==> src/rtl/tico_ctsync_filt_pkg.sv <==
// tico_sync_pkg: shared constants and edge encoding for the control/status synchroniser.
package tico_sync_pkg;
  localparam int TICO_SYNC_MIN_STAGES = 2;
  typedef enum logic [1:0] {EDGE_NONE, EDGE_RISE, EDGE_FALL} tico_edge_e;
endpackage

==> src/rtl/tico_ctsync_filt_if.sv <==
// tico_ctsync_filt_if: threshold, async inputs and filtered level/edge outputs of the synchroniser.
interface tico_ctsync_filt_if #(parameter int NCH = 4, parameter int FILT_W = 4);
  logic [FILT_W-1:0] filt_thresh_i;
  logic [NCH-1:0]    data_i;
  logic [NCH-1:0]    data_o;
  logic [NCH-1:0]    rise_o;
  logic [NCH-1:0]    fall_o;
  modport master (output filt_thresh_i, data_i, input data_o, rise_o, fall_o);
  modport slave  (input filt_thresh_i, data_i, output data_o, rise_o, fall_o);
endinterface

==> src/rtl/tico_ctsync_filt_ch.sv <==
// tico_ctsync_filt_ch: one channel -- flop chain, persistence counter and registered edge pulse.
module tico_ctsync_filt_ch
  import tico_sync_pkg::*;
#(
  parameter int   STAGES  = 2,
  parameter int   FILT_W  = 4,
  parameter logic RST_VAL = 1'b0
) (
  input  logic              clk,
  input  logic              rst,
  input  logic [FILT_W-1:0] i_thresh,
  input  logic              i_data,
  output logic              o_data,
  output logic              o_rise,
  output logic              o_fall
);
  (* ASYNC_REG = "TRUE" *) logic [STAGES-1:0] r_sync;
  logic [FILT_W-1:0] r_cnt;
  logic              r_data;
  tico_edge_e        r_edge;
  logic              w_sy, w_mism, w_flip;
  assign w_sy   = r_sync[STAGES-1];
  assign w_mism = w_sy != r_data;
  assign w_flip = w_mism && (r_cnt >= i_thresh);
  always_ff @(posedge clk) begin
    if (rst) begin
      r_sync <= {STAGES{RST_VAL}};
      r_cnt  <= '0;
      r_data <= RST_VAL;
      r_edge <= EDGE_NONE;
    end else begin
      r_sync <= {r_sync[STAGES-2:0], i_data};
      r_cnt  <= (w_mism && !w_flip) ? r_cnt + 1'b1 : '0;
      r_data <= w_flip ? w_sy : r_data;
      r_edge <= !w_flip ? EDGE_NONE : w_sy ? EDGE_RISE : EDGE_FALL;
    end
  end
  assign o_data = r_data;
  assign o_rise = r_edge == EDGE_RISE;
  assign o_fall = r_edge == EDGE_FALL;
endmodule

==> src/rtl/tico_ctsync_filt.sv <==
// tico_ctsync_filt: NCH independent synchroniser+glitch-filter channels sharing one threshold.
module tico_ctsync_filt
  import tico_sync_pkg::*;
#(
  parameter int             NCH     = 4,
  parameter int             STAGES  = 2,
  parameter int             FILT_W  = 4,
  parameter logic [NCH-1:0] RST_VAL = '0
) (
  input logic              clk,
  input logic              rst,
  tico_ctsync_filt_if.slave bus
);
  if (STAGES < TICO_SYNC_MIN_STAGES || FILT_W < 1) begin : g_bad_param
    $error("tico_ctsync_filt: STAGES must be >= 2 and FILT_W >= 1");
  end
  for (genvar c = 0; c < NCH; c++) begin : g_ch
    tico_ctsync_filt_ch #(.STAGES(STAGES), .FILT_W(FILT_W), .RST_VAL(RST_VAL[c])) u_ch (
      .clk      (clk),
      .rst      (rst),
      .i_thresh (bus.filt_thresh_i),
      .i_data   (bus.data_i[c]),
      .o_data   (bus.data_o[c]),
      .o_rise   (bus.rise_o[c]),
      .o_fall   (bus.fall_o[c])
    );
  end
endmodule

==> src/flat_wrapper.sv <==
// flat-port wrapper written by rule: the top's interface ports become plain ports
module tico_ctsync_filt_flat import tico_sync_pkg::*;
#(
  parameter int             NCH     = 4,
  parameter int             STAGES  = 2,
  parameter int             FILT_W  = 4,
  parameter logic [NCH-1:0] RST_VAL = '0
)
  (clk, rst, bus_filt_thresh_i, bus_data_i, bus_data_o, bus_rise_o, bus_fall_o);
  tico_ctsync_filt_if #(.NCH(NCH), .FILT_W(FILT_W)) bus_i ();
  input logic clk;
  input logic rst;
  input wire logic [$bits(bus_i.filt_thresh_i)-1:0] bus_filt_thresh_i;
  input wire logic [$bits(bus_i.data_i)-1:0] bus_data_i;
  output wire logic [$bits(bus_i.data_o)-1:0] bus_data_o;
  output wire logic [$bits(bus_i.rise_o)-1:0] bus_rise_o;
  output wire logic [$bits(bus_i.fall_o)-1:0] bus_fall_o;
  assign bus_i.filt_thresh_i = bus_filt_thresh_i;
  assign bus_i.data_i = bus_data_i;
  assign bus_data_o = bus_i.data_o;
  assign bus_rise_o = bus_i.rise_o;
  assign bus_fall_o = bus_i.fall_o;
  tico_ctsync_filt #(.NCH(NCH), .STAGES(STAGES), .FILT_W(FILT_W), .RST_VAL(RST_VAL)) u_core (.clk(clk), .rst(rst), .bus(bus_i));
endmodule
==> config.mk <==
export PLATFORM = sky130hd
export DESIGN_NAME = tico_ctsync_filt_flat
export DESIGN_NICKNAME = d
export VERILOG_FILES = /design/src/rtl/tico_ctsync_filt_pkg.sv /design/src/rtl/tico_ctsync_filt_if.sv /design/src/rtl/tico_ctsync_filt_ch.sv /design/src/rtl/tico_ctsync_filt.sv /design/src/flat_wrapper.sv
export SDC_FILE = /design/constraint.sdc
export NUM_CORES = 1
export LEC_CHECK = 0
export CORE_UTILIZATION = 59
export DETAILED_ROUTE_END_ITERATION = 16
export PLACE_DENSITY = 0.93
export SLEW_MARGIN = 20
export SYNTH_ARGS = -nofsm -noshare
export SYNTH_HDL_FRONTEND = slang
export SYNTH_SLANG_ARGS = --single-unit
==> constraint.sdc <==
create_clock -name clk -period 2.35 [get_ports clk]
set_input_delay 0.47 -clock clk [delete_from_list [all_inputs] [get_ports clk]]
set_output_delay 0.47 -clock clk [all_outputs]
set_load 0.02 [all_outputs]
Word-level counts from Yosys, hierarchy flattened. Index checks and enable logic that the tools add are counted.

Add/subtract/negate cells: 4. Magnitude comparators: 4. Equal/unequal tests: 12. Multiplexer cells: 4. Bitwise operators: 8. Reductions and logical operators: 20.

Operator list (count): adder 4 x 1 -> 4 bit, second input constant (4); greater-or-equal comparator 4 bit (4); OR reduction 2 bit (8); equality test 2 x 1 -> 1 bit, second input constant (4); equality test 2 bit, second input constant (4); logical AND 1 bit (8); 2-to-1 mux 2 bit (4); NOT 1 bit (8); logical NOT 1 bit (4); != test 1 bit (4).

Register bits after elaboration: 36. Logic and storage cells: 68.

Depth between registers and ports, before layout. Gate-level depths: netlist (run 1).

Word-level depth: 6. Gate-level depth with buffers: 6.

Modules after synthesis. From an unflattened synthesis (run 1), not the netlist that was laid out.

Cells, all modules: 168. Area, all modules: 1751.7 µm².

By module, submodules not included: tico_ctsync_filt_ch (instances 4, cells an instance 42, area each 437.9 µm², sequential area each 180.2 µm²).

Least setup slack after synthesis (run 1). Ideal clock, no wire load.

Path type: input -> register. Start point: in bus_filt_thresh_i[0]. End point: reg u_core.g_ch[3].u_ch.r_edge[0]. Library setup time: 0.117 ns. Arrival: 1.556 ns. Data required time: 2.233 ns. Path slack: 0.677 ns. Stages on the path: 4. Path buffers: 0. Cells stage by stage: ha_1 nand2b_4 a2111oi_4 and4bb_2.

Word-level cells in the longest chain between the ends: 4.

RTL lines: start: declaration (line flat_wrapper.sv:13) `input wire logic [$bits(bus_i.filt_thresh_i)-1:0] bus_filt_thresh_i;`; greater-or-equal comparator 4 bit (line tico_ctsync_filt_ch.sv:24) `assign w_flip = w_mism && (r_cnt >= i_thresh);`; logical AND 1 bit (line tico_ctsync_filt_ch.sv:24); NOT 1 bit (no source line); OR reduction 2 bit (no source line); end signal: assignment (line tico_ctsync_filt_ch.sv:35) `r_edge <= !w_flip ? EDGE_NONE : w_sy ? EDGE_RISE : EDGE_FALL;`; end: declaration (line tico_ctsync_filt_ch.sv:20) `tico_edge_e r_edge;`.

Every way passes these cells. A chain may end at the register's enable or synchronous reset.

Worst setup path after layout (run 1).
Start point: in bus_filt_thresh_i[0]. End point: reg u_core.g_ch[1].u_ch.r_cnt[2].

Word-level cells in the longest chain between the ends: 6.

RTL lines: greater-or-equal comparator 4 bit (line tico_ctsync_filt_ch.sv:24); logical AND 1 bit (line tico_ctsync_filt_ch.sv:24); logical NOT 1 bit; logical AND 1 bit (line tico_ctsync_filt_ch.sv:33) `r_cnt <= (w_mism && !w_flip) ? r_cnt + 1'b1 : '0;`; NOT 1 bit (no source line); OR reduction 2 bit (no source line); end signal: assignment (line tico_ctsync_filt_ch.sv:33); end: declaration (line tico_ctsync_filt_ch.sv:18) `logic [FILT_W-1:0] r_cnt;`.

Every way passes these cells.

==> results of run 1 <==
## sequential cells by signal, summed over array words and instances, names as in the netlist
signal and cells:
u_core.g_ch.u_ch.r_cnt 16, u_core.g_ch.u_ch.r_sync 8, u_core.g_ch.u_ch.r_edge 8, u_core.g_ch.u_ch.o_data 4
## cells in the mapped netlist
cell type and n:
sky130_fd_sc_hd__a2111oi_4 4, sky130_fd_sc_hd__a21oi_1 4, sky130_fd_sc_hd__and3_1 3, sky130_fd_sc_hd__and4bb_2 1
sky130_fd_sc_hd__buf_4 12, sky130_fd_sc_hd__clkbuf_1 2, sky130_fd_sc_hd__dfxtp_1 36, sky130_fd_sc_hd__ha_1 20
sky130_fd_sc_hd__inv_1 8, sky130_fd_sc_hd__nand2b_4 4, sky130_fd_sc_hd__nand3_1 4, sky130_fd_sc_hd__nor2_1 21
sky130_fd_sc_hd__nor2b_1 16, sky130_fd_sc_hd__nor4_1 3, sky130_fd_sc_hd__nor4b_1 4, sky130_fd_sc_hd__o21a_1 4
sky130_fd_sc_hd__o21ai_0 6, sky130_fd_sc_hd__o21ai_1 1, sky130_fd_sc_hd__o21ai_2 1, sky130_fd_sc_hd__or2_1 3
sky130_fd_sc_hd__or3b_1 3, sky130_fd_sc_hd__or3b_2 1, sky130_fd_sc_hd__xnor2_1 8, sky130_fd_sc_hd__xor2_1 4
## kinds of logic after synthesis
| family | after synthesis | share of synthesized area (%) |
|---|---|---|
| AND/OR/NAND/NOR | 63 | 21.8 |
| flip-flops | 36 | 40.0 |
| buffers and inverters | 22 | 7.09 |
| AO/OA/AOI/OAI | 20 | 11.3 |
| adder cells (fa/ha/maj) | 20 | 13.9 |
| XOR/XNOR | 12 | 5.84 |
## stage by stage
stage	instance area (um^2)	power [mW]	util, %	hold slack, ps	std cells
after floorplan	1800	0.716	-	414	173
final	2020	1.08	71.4	452	220
after detailed placement	1960	0.748	69.3	435	212
after CTS	2020	1.09	71.4	456	220
after global routing	2020	1.12	71.4	461	220
after global placement	1960	0.742	69.3	421	212
## where the power goes
| part | total, mW | internal (mW) | switching (mW) |
|---|---|---|---|
| combinational | 0.107 | 0.0587 | 0.0481 |
| clock | 0.345 | 0.142 | 0.202 |
| sequential | 0.627 | 0.620 | 0.00712 |
## layer usage
| layer | vias to the layer above | wire length [um] |
|---|---|---|
| met1 | 555 | 1220 |
| met5 | - | 0 |
| met2 | 23 | 1560 |
| met3 | 9 | 109 |
| met4 | 0 | 82 |
| li1 | 608 | - |
## worst paths after layout
| check | endpoint | slack [ps] | depth (start not counted) |
|---|---|---|---|
| worst max-delay path | u_core.g_ch[1].u_ch.r_cnt[2]$_SDFF_PP0_ | 410 | 6 |
| worst min-delay path | u_core.g_ch[0].u_ch.r_sync[1]$_SDFF_PP0_ | 450 | 1 |
| worst max register to register | u_core.g_ch[2].u_ch.r_cnt[2]$_SDFF_PP0_ | 620 | 6 |
| worst min register to register | u_core.g_ch[0].u_ch.r_sync[1]$_SDFF_PP0_ | 450 | 1 |
## layout make-up
type / count / area (um^2) / share of cell area, %
Multi-Input combinational cell: 115 / 952 / 47.1
Clock inverter: 2 / 10.0 / 0.495
Timing Repair Buffer: 22 / 218 / 10.8
Tap cell: 31 / 38.8 / 1.92
Clock buffer: 6 / 51.3 / 2.54
Inverter: 8 / 30.0 / 1.49
Sequential cell: 36 / 721 / 35.7
==> parameters.txt, run 1 <==
Parameter                              Value

Status
  Status ... completed

Clock network
  Total number of clock tree sinks ... 36
  Deepest level of the CTS H-tree ... 2
  Cts bufs inserted ... 5
  Root buf cell ... sky130_fd_sc_hd__clkbuf_4
  Clock latency on the worst-skew pair ... 330 ps
  CTS tree ... built
  Post CTS Setup Buffer Count ... 0
  Clock slew seen by the registers of the worst setup and hold paths ... 110 ps
  Number of buffers inserted by hold repair at cts ... 0
  CTS resizes ... 0
  Buffers from clock root to sink, at most ... 2

Power and ir drop
  Leakage power figure ... 0.822 nW
  Peak supply drop ... 345 uV
  Total power per unit cell area ... 534 mW/mm^2

Finish
  Ant diodes ... 0
  Commonest cells after routing, fill and taps aside ... sky130_fd_sc_hd__dfxtp_1 (36), sky130_fd_sc_hd__nor2_1 (21), sky130_fd_sc_hd__clkdlybuf4s50_1 (21)
  Net total in the final layout ... 218
  Leading cell type in the layout, fill and taps excluded ... sky130_fd_sc_hd__dfxtp_1
  Filler cell count in the final layout ... 215
  Area added between synthesis and finish ... 12.2%
  Proportion of layout cells with a drive suffix above 1 ... 10.6%

Setup path
  Data arrival at the endpoint of the critical path ... 2210 ps
  Critical path peak fanout ... 4
  CP Buf/Inv Count ... 1
  Cell with the biggest individual delay on the critical path ... sky130_fd_sc_hd__clkdlybuf4s50_1
  Element type at the critical path end ... flop
  Worst setup path startpoint ... bus_filt_thresh_i[0]
  Sequence of cells on the critical path ... clkdlybuf4s50_1 -> ha_1 -> nand2b_4 -> a2111oi_4 -> o21ai_0 -> nor2_1
  Kind of cell adding the most delay to the critical path ... compound AO/OA/AOI/OAI gates
  Category of the most critical setup path ... input pin to flop
  Required arrival time at the worst endpoint ... 2630 ps
  Max incr delay on CP ... 490 ps
  Origin of the critical flop-to-flop path ... u_core.g_ch[2].u_ch.r_cnt[0]$_SDFF_PP0_
  Worst Setup Start Kind ... input pin

Synthesis
  Mean instance size in the synthesized netlist ... 10.4 um^2
  Instance count of the mapped netlist ... 173
  Fraction of the yosys area taken by sequential cells ... 40.0%
  Post-synthesis register bit count ... 36
  Dominant cell type by area after synthesis ... sky130_fd_sc_hd__dfxtp_1
  Netlist area before placement ... 0.00180 mm^2
  Number of distinct library cell variants in the gate-level netlist after synthesis ... 24
  Share of the synthesized area in the top cell type ... 40.0%
  Dominant cells by area after synthesis ... sky130_fd_sc_hd__dfxtp_1 (40%), sky130_fd_sc_hd__ha_1 (14%), sky130_fd_sc_hd__a2111oi_4 (6.1%), sky130_fd_sc_hd__nor2b_1 (5.6%), sky130_fd_sc_hd__buf_4 (5.0%)
  Post-synth net total ... 203
  Warning count from the yosys run ... 0

Global route
  GR met2 Demand/Resource ... 38.3%
  Overall track demand over capacity in global routing ... 20.7%
  Most Used Layer, Global Route ... met2
  Vias in the first global route ... 1203
  Pin count of the biggest net entering global routing ... 16
  Initial antenna violation count ... 0
  First-pass GRT wire length ... 5060 um
  Met1 GRT Util ... 21.4%
  Met3 track demand over resource ... 5.22%
  Overflow left after global routing ... 0

Die
  Std cell rows ... 19
  Area of the placeable core ... 0.00283 mm^2
  DIE WIDTH ... 57.2 um
  IO Pins ... 22
  Die span in y ... 57.2 um
  Effective utilization at floorplan ... 63.6%
  DIE AREA ... 0.00328 mm^2

Timing
  Clock Skews ... 10.6 ps
  Slew margin rel. ... 62.2%
  Worst setup slack after layout ... 414 ps
  Unrepaired setup endpoints after global routing ... no
  Endpoints failing setup ... 0
  Max Transition Viols Final ... 0
  Highest clock rate ... 516 MHz
  Final period demand of the worst path ... 1940 ps
  Final clock period utilization by the worst path ... 82.4%
  Post-Route Setup TNS ... 0 ps
  Hold violation count in the final report ... 0
  Slew @ Worst Pin ... 566 ps

Placed design
  Worst setup slack after placement ... 70.0 ps
  Port bufs ... 21
  Detailed placer's ending HPWL ... 2300 um
  Weighted congestion at the end of routability-driven global placement ... 0.713

Min path
  Hold WC Path Type ... flop to flop
  Launch instance of the worst min-delay path ... u_core.g_ch[0].u_ch.r_sync[0]$_SDFF_PP0_

Routing
  DRT iter0 DRCs ... 35
  Pre-Repair DR Iteration Count ... 4
  Number of remaining DRC errors ... 0
  Final wirelength ... 2960 um
  Wire length per cell after detailed routing ... 13.5 um
  DR vias/cell ... 5.43
  Via count ... 1195
  Post-route antenna net violation count ... 0

Flow run
  Max-cap violations ... 0
Note: power is estimated with default switching activity, not from simulation.
==> run 2: changes to the inputs <==
Settings changed: CORE_UTILIZATION 59 to 54, PLACE_DENSITY 0.93 to 0.87.
Clock period 2.35 ns to 1.91 ns, I/O delays scaled along.
==> run 2 against run 1 <==
  * Power is 25% higher
  * Count of clock-buffer cells in the layout increased by 1
  * Worst hold slack lost 2.8 ps
  * Critical endpoint is now u_core.g_ch[3].u_ch.r_edge[0]$_SDFF_PP0_
  * Sequential cell count unchanged
  * Clock skew about the same
  * Global-route usage down 0.44 points
  * First-iteration DRC count is 14% higher
  * Via count rose by 3.8%
==> parameters.txt, run 2 (same netlist as run 1, synthesis figures left out) <==
Parameter                              Value

Placed design
  Worst setup slack after placement ... -318 ps (-388 ps)
  Detailed placer's ending HPWL ... 2440 um (+5.9%)
  Weighted congestion at the end of routability-driven global placement ... 0.765 (+7.3%)
  Instance count after placement with tap cells included ... 229 (+8.0%)
  Placement-stage cell area ... 0.00201 mm^2 (+2.4%)
  Port bufs ... 21 (unchanged)

Die
  Area of the placeable core ... 0.00310 mm^2 (+9.7%)
  DIE AREA ... 0.00357 mm^2 (+8.9%)
  IO Pins ... 22 (unchanged)
  DIE WIDTH ... 59.7 um (+4.4%)
  Effective utilization at floorplan ... 58.0% (-5.6 points)
  Die span in y ... 59.7 um (+4.4%)
  Std cell rows ... 20 (+1)

Setup path
  Worst Setup Start Kind ... input pin
  Element type at the critical path end ... flop
  Category of the most critical setup path ... input pin to flop
  Reg2Reg Setup Slack ... 200 ps (-420 ps)
  Critical path peak fanout ... 5 (+1)
  Data arrival at the endpoint of the critical path ... 2110 ps (-100 ps)
  Required arrival time at the worst endpoint ... 2150 ps (-480 ps)

Clock network
  Total number of clock tree sinks ... 36 (unchanged)
  Number of buffers inserted by hold repair at cts ... 0 (unchanged)
  CTS tree ... built
  Cts bufs inserted ... 5 (unchanged)
  Buffers from clock root to sink, at most ... 2 (unchanged)
  Root buf cell ... sky130_fd_sc_hd__clkbuf_4
  Deepest level of the CTS H-tree ... 2 (unchanged)
  Clock slew seen by the registers of the worst setup and hold paths ... 110 ps (about the same)
  Clock latency on the worst-skew pair ... 330 ps (about the same)

Finish
  Register containing the most flip-flops in the final layout ... u_core.g_ch.u_ch.r_cnt
  Post-layout instance count excluding filler cells ... 236 (+7.3%)
  Cell area after layout ... 0.00207 mm^2 (+2.5%)
  Number of flip-flops under the largest register name ... 16 (unchanged)
  Net total in the final layout ... 222 (+1.8%)
  Biggest registers after layout ... u_core.g_ch.u_ch.r_cnt: 16 flops, u_core.g_ch.u_ch.r_edge: 8 flops, u_core.g_ch.u_ch.r_sync: 8 flops
  Leading cell type in the layout, fill and taps excluded ... sky130_fd_sc_hd__dfxtp_1
  Area added between synthesis and finish ... 15.0%
  Proportion of layout cells with a drive suffix above 1 ... 12.0% (+1.4 points)
  Commonest cells after routing, fill and taps aside ... sky130_fd_sc_hd__dfxtp_1 (36), sky130_fd_sc_hd__nor2_1 (21), sky130_fd_sc_hd__clkdlybuf4s50_1 (21)
  Ant diodes ... 0 (unchanged)
  End-of-flow core utilization ... 66.7% (-4.7 points)

Timing
  Post-Route Setup TNS ... 0 ps (unchanged)
  Final clock period utilization by the worst path ... 98.1%
  Slew @ Worst Pin ... 399 ps (-166 ps)
  Hold violation count in the final report ... 0 (unchanged)
  Unrepaired setup endpoints after global routing ... no
  Slew margin rel. ... 73.4% (+11 points)
  Endpoints failing setup ... 0 (unchanged)
  Worst setup slack after layout ... 35.8 ps (-378 ps)
  Highest clock rate ... 534 MHz
  Final period demand of the worst path ... 1870 ps
  Clock Skews ... 10.6 ps (+0.0552 ps)
  Post-Route Hold Slack ... 449 ps (-2.79 ps)
  Max Transition Viols Final ... 0 (unchanged)

Global route
  Initial antenna violation count ... 0 (unchanged)
  Overall track demand over capacity in global routing ... 20.2% (-0.44 points)
  Vias in the first global route ... 1256 (+4.4%)
  First-pass GRT wire length ... 5320 um (+5.0%)
  Pin count of the biggest net entering global routing ... 13 (-3)
  Overflow left after global routing ... 0 (unchanged)

Power and ir drop
  Peak supply drop ... 423 uV (+23%)
  Leakage power figure ... 0.841 nW (+2.3%)
  Total power after layout ... 1.35 mW (+25%)
  Total power per unit cell area ... 652 mW/mm^2 (+22%)

Routing
  Pre-Repair DR Iteration Count ... 4 (unchanged)
  Final wirelength ... 3110 um (+5.0%)
  DR vias/cell ... 5.26 (-3.2%)
  Number of remaining DRC errors ... 0 (unchanged)
  Wire length per cell after detailed routing ... 13.2 um (-2.1%)
  DRT iter0 DRCs ... 40 (+14%)
  Post-route antenna net violation count ... 0 (unchanged)
  Via count ... 1241 (+3.8%)

Status
  Status ... completed

Flow run
  Max-cap violations ... 0 (unchanged)

Min path
  Hold WC Path Type ... flop to flop
run 2: where the power goes:
group | switching [mW] | internal [mW] | leakage [nW]
clock network | 0.231 | 0.209 | 0.0374
registers | 0.00901 | 0.763 | 0.292
logic | 0.0627 | 0.0755 | 0.512
run 2: area by class of cell:
cell class | count | area [um^2]
inverters | 8 | 30.0
multi-input cells | 115 | 952
well taps | 44 | 55.1
repair buffers | 26 | 248
fillers | 266 | 1030
clock buffers | 7 | 65.1
flip-flops and latches | 36 | 721
run 2: layer usage:
layer / GRT usage, % / vias to the layer above / routed length, um
met5: 0 / - / 0
met2: 36.2 / 31 / 1600
li1: - / 619 / -
met3: 6.28 / 8 / 120
met4: 9.63 / 0 / 65
met1: 21.3 / 583 / 1330
run 2: final timing paths:
check,cells after the start,start,endpoint
worst max register to register,5,u_core.g_ch[3].u_ch.r_cnt[0]$_SDFF_PP0_,u_core.g_ch[3].u_ch.r_edge[0]$_SDFF_PP0_
worst max-delay path,5,bus_filt_thresh_i[0],u_core.g_ch[3].u_ch.r_edge[0]$_SDFF_PP0_
worst min register to register,1,u_core.g_ch[2].u_ch.r_sync[0]$_SDFF_PP0_,u_core.g_ch[2].u_ch.r_sync[1]$_SDFF_PP0_
worst min-delay path,1,u_core.g_ch[2].u_ch.r_sync[0]$_SDFF_PP0_,u_core.g_ch[2].u_ch.r_sync[1]$_SDFF_PP0_
run 2: repair_timing:
item / in CTS / in global routing
resized for setup: 0 / 3
setup buffers: 0 / 0
endpoints found under the setup margin: 0 / 10
run 2: worst max-delay path, cell delays in order:
cell                              delay (ps)
sky130_fd_sc_hd__clkdlybuf4s50_1         500
sky130_fd_sc_hd__ha_1                    330
sky130_fd_sc_hd__nand2b_4                150
sky130_fd_sc_hd__a2111oi_4               460
sky130_fd_sc_hd__and4bb_2                280
==> RTL edit, RTL diff (config.mk and constraints of run 2) <==
`STAGES` is set to 2 in 3 places; all go to 4.
--- a/src/rtl/tico_ctsync_filt_ch.sv
+++ b/src/rtl/tico_ctsync_filt_ch.sv
@@ -2,7 +2,7 @@
 module tico_ctsync_filt_ch
   import tico_sync_pkg::*;
 #(
-  parameter int   STAGES  = 2,
+  parameter int   STAGES  = 4,
   parameter int   FILT_W  = 4,
   parameter logic RST_VAL = 1'b0
 ) (
--- a/src/rtl/tico_ctsync_filt.sv
+++ b/src/rtl/tico_ctsync_filt.sv
@@ -3,7 +3,7 @@
   import tico_sync_pkg::*;
 #(
   parameter int             NCH     = 4,
-  parameter int             STAGES  = 2,
+  parameter int             STAGES  = 4,
   parameter int             FILT_W  = 4,
   parameter logic [NCH-1:0] RST_VAL = '0
 ) (
--- a/src/flat_wrapper.sv
+++ b/src/flat_wrapper.sv
@@ -2,7 +2,7 @@
 module tico_ctsync_filt_flat import tico_sync_pkg::*;
 #(
   parameter int             NCH     = 4,
-  parameter int             STAGES  = 2,
+  parameter int             STAGES  = 4,
   parameter int             FILT_W  = 4,
   parameter logic [NCH-1:0] RST_VAL = '0
 )
Formal check against the unedited RTL: not equivalent (Yosys sat finds a counterexample within 4 cycles, from zero or initial values and one cycle with rst high).
==> RTL edit against run 2 <==
First-iteration DRC count fell by 25%; fmax up 2.5%; routed wire length shrank 5.4%; design area up 13%; worst setup slack gained 46 ps; final cell count rose by 7.6%; total power up 29%; clock power is 55% higher; count of clock-buffer cells in the layout fell by 1; non-clock buffer count is 1 lower; synthesized area rose by 12%; sequential cell count grew 8; largest cell class unchanged; largest power group unchanged; highest routed layer unchanged.
==> RTL edit: results (changes against run 2) <==
[run_status]
status = finished, final reports clean  ; unchanged

[power_and_ir_drop]
p_leak_nw = 0.9384  ; was 0.8413 nW
peakVddDrop_mv = 0.7375  ; was 0.4230 mV
power.switching_mw = 0.3534  ; was 0.3025 mW
p_int_mw = 1.383  ; was 1.047 mW
p_per_area_mw_per_mm2 = 743.6  ; was 651.7 mW/mm²
comb_power_share_pct = 6.8  ; was 10.2%

[setup_path]
cp_max_fo = 4  ; was 5
crit_path_end = u_core.g_ch[1].u_ch.r_cnt[1]$_SDFF_PP0_  ; was u_core.g_ch[3].u_ch.r_edge[0]$_SDFF_PP0_
crit_arrival_ps = 2070  ; was 2110 ps

[layout]
finalNetCount = 237  ; was 222
clock_buffers = 6  ; was 7
final-nonclk-buf-share_pct = 10.29  ; was 11.96%
multi_input_area_mm2 = 0.001022  ; was 952.2 µm²
reg_top3 = u_core.g_ch.u_ch.r_cnt (16), u_core.g_ch.u_ch.r_sync (16), u_core.g_ch.u_ch.r_edge (8)  ; was u_core.g_ch.u_ch.r_cnt (16), u_core.g_ch.u_ch.r_edge (8), u_core.g_ch.u_ch.r_sync (8)
seq_share_pct = 37.73  ; was 34.80%
buffers_excl_clock = 25  ; was 26
multi_input_comb_cells = 124  ; was 115
n_all_inverters = 7  ; was 8

[clock_tree]
cts.sinks = 44  ; was 36
clk_pin_slew_worst_paths_ps = 80  ; was 110 ps
cts-root-buf = clkbuf_8  ; was clkbuf_4

[drt]
wl_per_cell_um = 11.59  ; was 13.19 µm
dr_total_vias = 1268  ; was 1241
wl_mm = 2.944  ; was 3.112 mm
dr.first_iter.drc_count = 30  ; was 40

[sta]
whs_ps = 436.6  ; was 449.1 ps
post-route-min-period_ps = 1828  ; was 1874 ps
tightestPinTransition_ps = 506.4  ; was 399.4 ps

[logic_synthesis]
ys_seq_area_share_pct = 43.70  ; was 40.03%
syn_nets = 220  ; was 203
syn_inst = 190  ; was 173
synth_common_cells = dfxtp_1, nor2b_1, ha_1, nor2_1, buf_4  ; was dfxtp_1, nor2_1, ha_1, nor2b_1, buf_4

[global_route]
grt_pass1_vias = 1242  ; was 1256
grt_use_total_pct = 17.19  ; was 20.21%
grt_max_degree = 19  ; was 13

[worst_hold_path]
hold_path_end = u_core.g_ch[2].u_ch.r_sync[3]$_SDFF_PP0_  ; was u_core.g_ch[2].u_ch.r_sync[1]$_SDFF_PP0_

[place]
post-dp-hpwl_mm = 2.205  ; was 2.439 mm

[RTL edit: cell count changes after synthesis, sizes merged]
cell	change
and3	+1
and4bb	-1
clkbuf	+1
dfxtp	+8
inv	-1
nor2	-1
nor2b	+8
nor4	+1
or2	+1
[RTL edit: kinds of logic (layout without fill, tap and decap cells)]
group	Yosys count	after routing	share of synthesized area, %
AOI/OAI and AO/OA	20	20	9.932
xor gates and xnor gates	12	12	5.214
adders and majority gates	20	20	12.41
buffers and inverters	22	40	6.332
DFF	44	44	43.70
and+or+nand+nor	72	72	22.41
[RTL edit: per-layer routing]
metal	global-route usage (%)	vias to the layer above	part of all wire [%]
li1	-	662	-
met1	17.89	587	45
met2	30.24	14	50
met3	4.891	5	2.7
met4	10.47	0	2.2
met5	0	-	0
[RTL edit: worst max-delay path: stages]
cell and delay, ps:
clkdlybuf4s50_1 480, ha_1 320, nand2b_4 150, a2111oi_4 380, or2_2 210, and3_1 150
